[config.mk]
export PLATFORM = sky130hd
export DESIGN_NAME = lut_logic_arbiter
export DESIGN_NICKNAME = d
export VERILOG_FILES = /design/src/rtl/lut_logic_arbiter_pkg.sv /design/src/rtl/lut_logic_arbiter_unit.sv /design/src/rtl/lut_logic_arbiter.sv
export SDC_FILE = /design/constraint.sdc
export NUM_CORES = 1
export LEC_CHECK = 0
export CORE_ASPECT_RATIO = 0.7
export CORE_MARGIN = 3
export CORE_UTILIZATION = 30
export CTS_CLUSTER_SIZE = 14
export DETAILED_ROUTE_END_ITERATION = 8
export PLACE_DENSITY = 0.59
export SYNTH_ARGS = -nofsm -noshare
export SYNTH_HDL_FRONTEND = slang
export SYNTH_SLANG_ARGS = --single-unit
[constraint.sdc]
create_clock -name clock -period 5.4 [get_ports clock]
set_clock_uncertainty 0.1 [all_clocks]
set_input_delay 1.08 -clock clock [delete_from_list [all_inputs] [get_ports clock]]
set_output_delay 1.08 -clock clock [all_outputs]
set_load 0.01 [all_outputs]
[src/rtl/lut_logic_arbiter_pkg.sv]
// Shared opcode definitions for the LUT logic datapath.
// Used by the arbiter, the logic unit and their tests.
package lut_logic_arbiter_pkg;

    localparam int OP_W = 2;

    localparam logic [OP_W-1:0] OP_AND  = 2'b00;
    localparam logic [OP_W-1:0] OP_OR   = 2'b01;
    localparam logic [OP_W-1:0] OP_XOR  = 2'b10;
    localparam logic [OP_W-1:0] OP_NAND = 2'b11;

endpackage

[src/rtl/lut_logic_arbiter_unit.sv]
// Combinational WIDTH-bit bitwise logic unit.
// One instance is shared by all requesters.
module lut_logic_unit
    import lut_logic_arbiter_pkg::*;
#(
    parameter int WIDTH = 8
) (
    input  logic [OP_W-1:0]  i_op,
    input  logic [WIDTH-1:0] i_a,
    input  logic [WIDTH-1:0] i_b,
    output logic [WIDTH-1:0] o_y
);

    // Select the bitwise function named by the opcode
    always_comb begin
        o_y = '0;
        unique case (i_op)
            OP_AND:  o_y = i_a & i_b;
            OP_OR:   o_y = i_a | i_b;
            OP_XOR:  o_y = i_a ^ i_b;
            OP_NAND: o_y = ~(i_a & i_b);
        endcase
    end

endmodule

[src/rtl/lut_logic_arbiter.sv]
// Round-robin arbiter sharing one LUT logic unit among N requesters.
// Result and owner id are registered; response appears one cycle after grant.
module lut_logic_arbiter
    import lut_logic_arbiter_pkg::*;
#(
    parameter int N     = 4,
    parameter int WIDTH = 8
) (
    input  logic               clock,
    input  logic               reset,
    input  logic [N-1:0]       req_valid,
    input  logic [OP_W*N-1:0]  req_op,
    input  logic [WIDTH*N-1:0] req_a,
    input  logic [WIDTH*N-1:0] req_b,
    output logic [N-1:0]       req_ready,
    output logic [N-1:0]       rsp_valid,
    output logic [WIDTH-1:0]   rsp_y,
    output logic [15:0]        busy_cycles
);

    localparam int PW = (N > 1) ? $clog2(N) : 1;

    logic [PW-1:0]    r_ptr;
    logic [PW-1:0]    r_rsp_id;
    logic             r_rsp_pending;
    logic [WIDTH-1:0] r_result;
    logic [15:0]      r_busy;

    logic [N-1:0]     w_grant;
    logic [PW-1:0]    w_gidx;
    logic [PW-1:0]    w_k;
    logic             w_found;
    logic [OP_W-1:0]  w_op;
    logic [WIDTH-1:0] w_a;
    logic [WIDTH-1:0] w_b;
    logic [WIDTH-1:0] w_y;
    logic [PW-1:0]    w_ptr_nxt;

    // Priority search starting at the pointer, wrapping modulo N
    always_comb begin
        w_grant = '0;
        w_gidx  = '0;
        w_found = 1'b0;
        w_k     = '0;
        for (int i = 0; i < N; i++) begin
            w_k = PW'((int'(r_ptr) + i) % N);
            if (!w_found && req_valid[w_k]) begin
                w_found      = 1'b1;
                w_gidx       = w_k;
                w_grant[w_k] = 1'b1;
            end
        end
    end

    assign w_op      = req_op[int'(w_gidx)*OP_W +: OP_W];
    assign w_a       = req_a[int'(w_gidx)*WIDTH +: WIDTH];
    assign w_b       = req_b[int'(w_gidx)*WIDTH +: WIDTH];
    assign w_ptr_nxt = PW'((int'(w_gidx) + 1) % N);

    lut_logic_unit #(
        .WIDTH (WIDTH)
    ) u_unit (
        .i_op (w_op),
        .i_a  (w_a),
        .i_b  (w_b),
        .o_y  (w_y)
    );

    // Accept the winner: advance pointer, capture result and owner, count
    always_ff @(posedge clock or negedge reset) begin
        if (!reset) begin
            r_ptr         <= '0;
            r_rsp_id      <= '0;
            r_rsp_pending <= 1'b0;
            r_result      <= '0;
            r_busy        <= '0;
        end else begin
            r_rsp_pending <= w_found;
            if (w_found) begin
                r_ptr    <= w_ptr_nxt;
                r_rsp_id <= w_gidx;
                r_result <= w_y;
                if (r_busy != 16'hFFFF)
                    r_busy <= r_busy + 16'd1;
            end
        end
    end

    assign req_ready   = w_grant;
    assign rsp_valid   = r_rsp_pending ? (N'(1) << r_rsp_id) : '0;
    assign rsp_y       = r_result;
    assign busy_cycles = r_busy;

endmodule

==> results.ini <==
[status]
status = completed

[sta]
final_max_slew_viol_count = 0
final.min_clock_period_ns = 4.78
fmax_mhz = 209
finalSetupViolCount = 0
timing.final.hold_violations = 0
period_share = 0.886
tightestPinTransition_ns = 0.745
rsz0062_at_grt = false
tns_ns = 0
finalWorstSetupSlack_ns = 0.618
slew_headroom = 0.502

[clocking]
path_clk_slew_ns = 0.05
cts_setup_buffers = 0
cts_tree = yes
cts.htree.levels = 2
cts-root-buf = clkbuf_16
clock_path_buffers = 2
cts_resized = 0
cts.sinks = 29
postCtsHoldBufs = 0
cts_buffers = 5
insertion_delay_ns = 0.27

[logic_synthesis]
ys_ff_latch = 29
avgSynthCellArea_um2 = 9.08
synthTopCellsByArea = dfrtp_1 25%, mux2i_1 19%, ha_1 8.9%, mux2_2 3.8%, xnor2_1 3.3%
yosys.area.top_type = dfrtp_1
synth_top_family_by_area = multiplexers
async_reset_ff_frac = 1.00
synth.area.mux_share = 0.258
synth-xor-area-share = 0.0444
synth_fa_ha_area_frac = 0.0887
synthCells = 326
synth_edf_count = 0
syn_nets = 425
ys_types = 45
ys_warn_count = 0
ys.flop_type = dfrtp_1
synth.cells.most_frequent = 55 x mux2i_1, 29 x dfrtp_1, 21 x ha_1, 20 x nand2_1
synth_most_common_cell = mux2i_1
synth.yosys.seq_area_share = 0.245
netlist_area_um2 = 2960
synth_simple_gate_area_frac = 0.205
synth_top_area_share = 0.245
synth_compound_area_frac = 0.0972

[layout]
antenna_cells = 0
fill_cells = 870
drive_gt1_frac = 0.0773
nNetsFinal = 525
area_delta_synth_final_pct = 45.0

[worst_setup_path]
cp_max_fo = 11
critical_path_class = in2out
regToRegSetupSlack_ns = 1.28
cp.required_ns = 4.22
cp_data_arrival_time_ns = 3.60
ff2ff_path_depth = 9
end_kind = output port
timing.rr.end = rsp_y[4]$_DFFE_PN0P_
regToRegStartpoint = r_ptr[0]$_DFFE_PN0P_
startpoint_type = input pin

[place]
post-place-ws_ns = 0.635
dp_hpwl_um = 5900
port_buffers = 109
place_congestion = 0.737

[floorplan]
dieArea_um2 = 11100
initial_core_util = 0.318
ios = 110
core_um2 = 9330
placementRows = 29
die_y_um = 89.1
die_x_um = 125

[hold_path]
hold_class = reg2reg
hold_path.startpoint = rsp_y[2]$_DFFE_PN0P_
hold_end = rsp_y[2]$_DFFE_PN0P_
hold_depth = 2

[routing]
drt_first_pass_iters = 4
finalWirelength_um = 7740
viasPerCell = 4.98
drc = 0
route.vias.total = 2746
ant_nets = 0
post_drt_wl_per_cell_um = 14.0
first_iter_violations = 229

[global_route]
gr-total-overflow = 0
grt_usage = 0.141
use_met2 = 0.248
grt_pass1_wl_um = 13100
grt_pass1_vias = 2684
use_met1 = 0.182
grt_max_degree = 30
antenna_found_initial = 0
busiest_layer = met2
gr-usage-met3 = 0.0310

[power]
ir_drop_v = 0.000204
p_leak_uw = 0.00184
power_density_nw_per_um2 = 653

[flow_run]
max_cap_viol_count = 0

[cells in the final DEF, fill, tap and decap left out, types with 4 or more instances in the layout]
| cell type | Yosys | final |
|---|---|---|
| a22oi_1 | 4 | 4 |
| clkdlybuf4s50_1 | 0 | 109 |
| and3b_1 | 7 | 7 |
| inv_1 | 19 | 19 |
| ha_1 | 21 | 21 |
| a221o_1 | 4 | 4 |
| nand2_1 | 20 | 20 |
| and3_1 | 5 | 5 |
| nor2_1 | 19 | 19 |
| nor3b_1 | 10 | 10 |
| o21ai_1 | 5 | 5 |
| mux2i_1 | 55 | 55 |
| clkbuf_16 | 0 | 5 |
| mux2_2 | 10 | 10 |
| dfrtp_1 | 29 | 29 |
| xnor2_1 | 11 | 11 |
| xor2_1 | 4 | 4 |
| nand4_1 | 12 | 12 |
| nor3_1 | 10 | 10 |
| a21oi_1 | 13 | 13 |
| nand3_1 | 14 | 14 |
[registers in the layout (all words and copies together) (netlist names)]
signal,cells
r_rsp_id,2
r_rsp_pending,1
r_ptr,2
busy_cycles,16
rsp_y,8
[per-stage QoR]
step	area, um^2	hold slack, ns	power, uW	std cells	utilization
final	4300	0.379	2810	551	0.461
after global routing	4300	0.409	3100	551	0.461
after CTS	4300	0.384	2830	551	0.461
after detailed placement	4150	0.373	2550	543	0.445
after global placement	4150	0.368	2500	543	0.445
after floorplan	2960	0.398	2020	326	-
[how the worst max path moves through the flow]
| stage | cells past startpoint | end | start |
|---|---|---|---|
| finish | 8 | req_ready[1] | req_valid[1] |
| global route | 8 | req_ready[3] | req_valid[1] |
| CTS | 8 | req_ready[1] | req_valid[1] |
| detailed placement | 8 | req_ready[1] | req_valid[1] |
| global placement | 8 | req_ready[3] | req_valid[1] |
| floorplan | 13 | rsp_y[0]$_DFFE_PN0P_ | req_valid[0] |
[layer usage]
layer | wire [um] | part of all wire
met1 | 3640 | 0.47
met2 | 3620 | 0.47
met3 | 432 | 0.056
met4 | 37 | 0.0048
met5 | 0 | 0
[report_power, final]
part           switching [uW]  internal [uW]  total (uW)
sequential               98.5            307         406
clock                    96.6            168         265
combinational            1050           1090        2140
total                    1250           1560        2810
[critical path, cell delays in order]
cell             delay (ns)
clkdlybuf4s50_1        0.72
mux2i_1                0.17
o21ai_0                0.44
a211oi_1               0.16
a22oi_1                0.22
nor2_1                 0.07
a221o_1                0.27
clkdlybuf4s50_1        0.47
[final cells by class]
cell class | instances | area [um^2] | area share
repair buffers | 113 | 1130 | 0.264
well taps | 124 | 155 | 0.0361
clock buffers | 5 | 125 | 0.0291
inverters | 19 | 71.3 | 0.0166
clock inverters | 3 | 17.5 | 0.00408
multi-input cells | 258 | 2070 | 0.481
flip-flops and latches | 29 | 726 | 0.169
[cells by family after synthesis]
| family | Yosys count |
|---|---|
| mux | 71 |
| compound gates | 42 |
| fa+ha+maj | 21 |
| flops | 29 |
| xor+xnor | 15 |
| buf+inv | 39 |
| simple gates | 109 |
(Power assumes the default switching activity.)
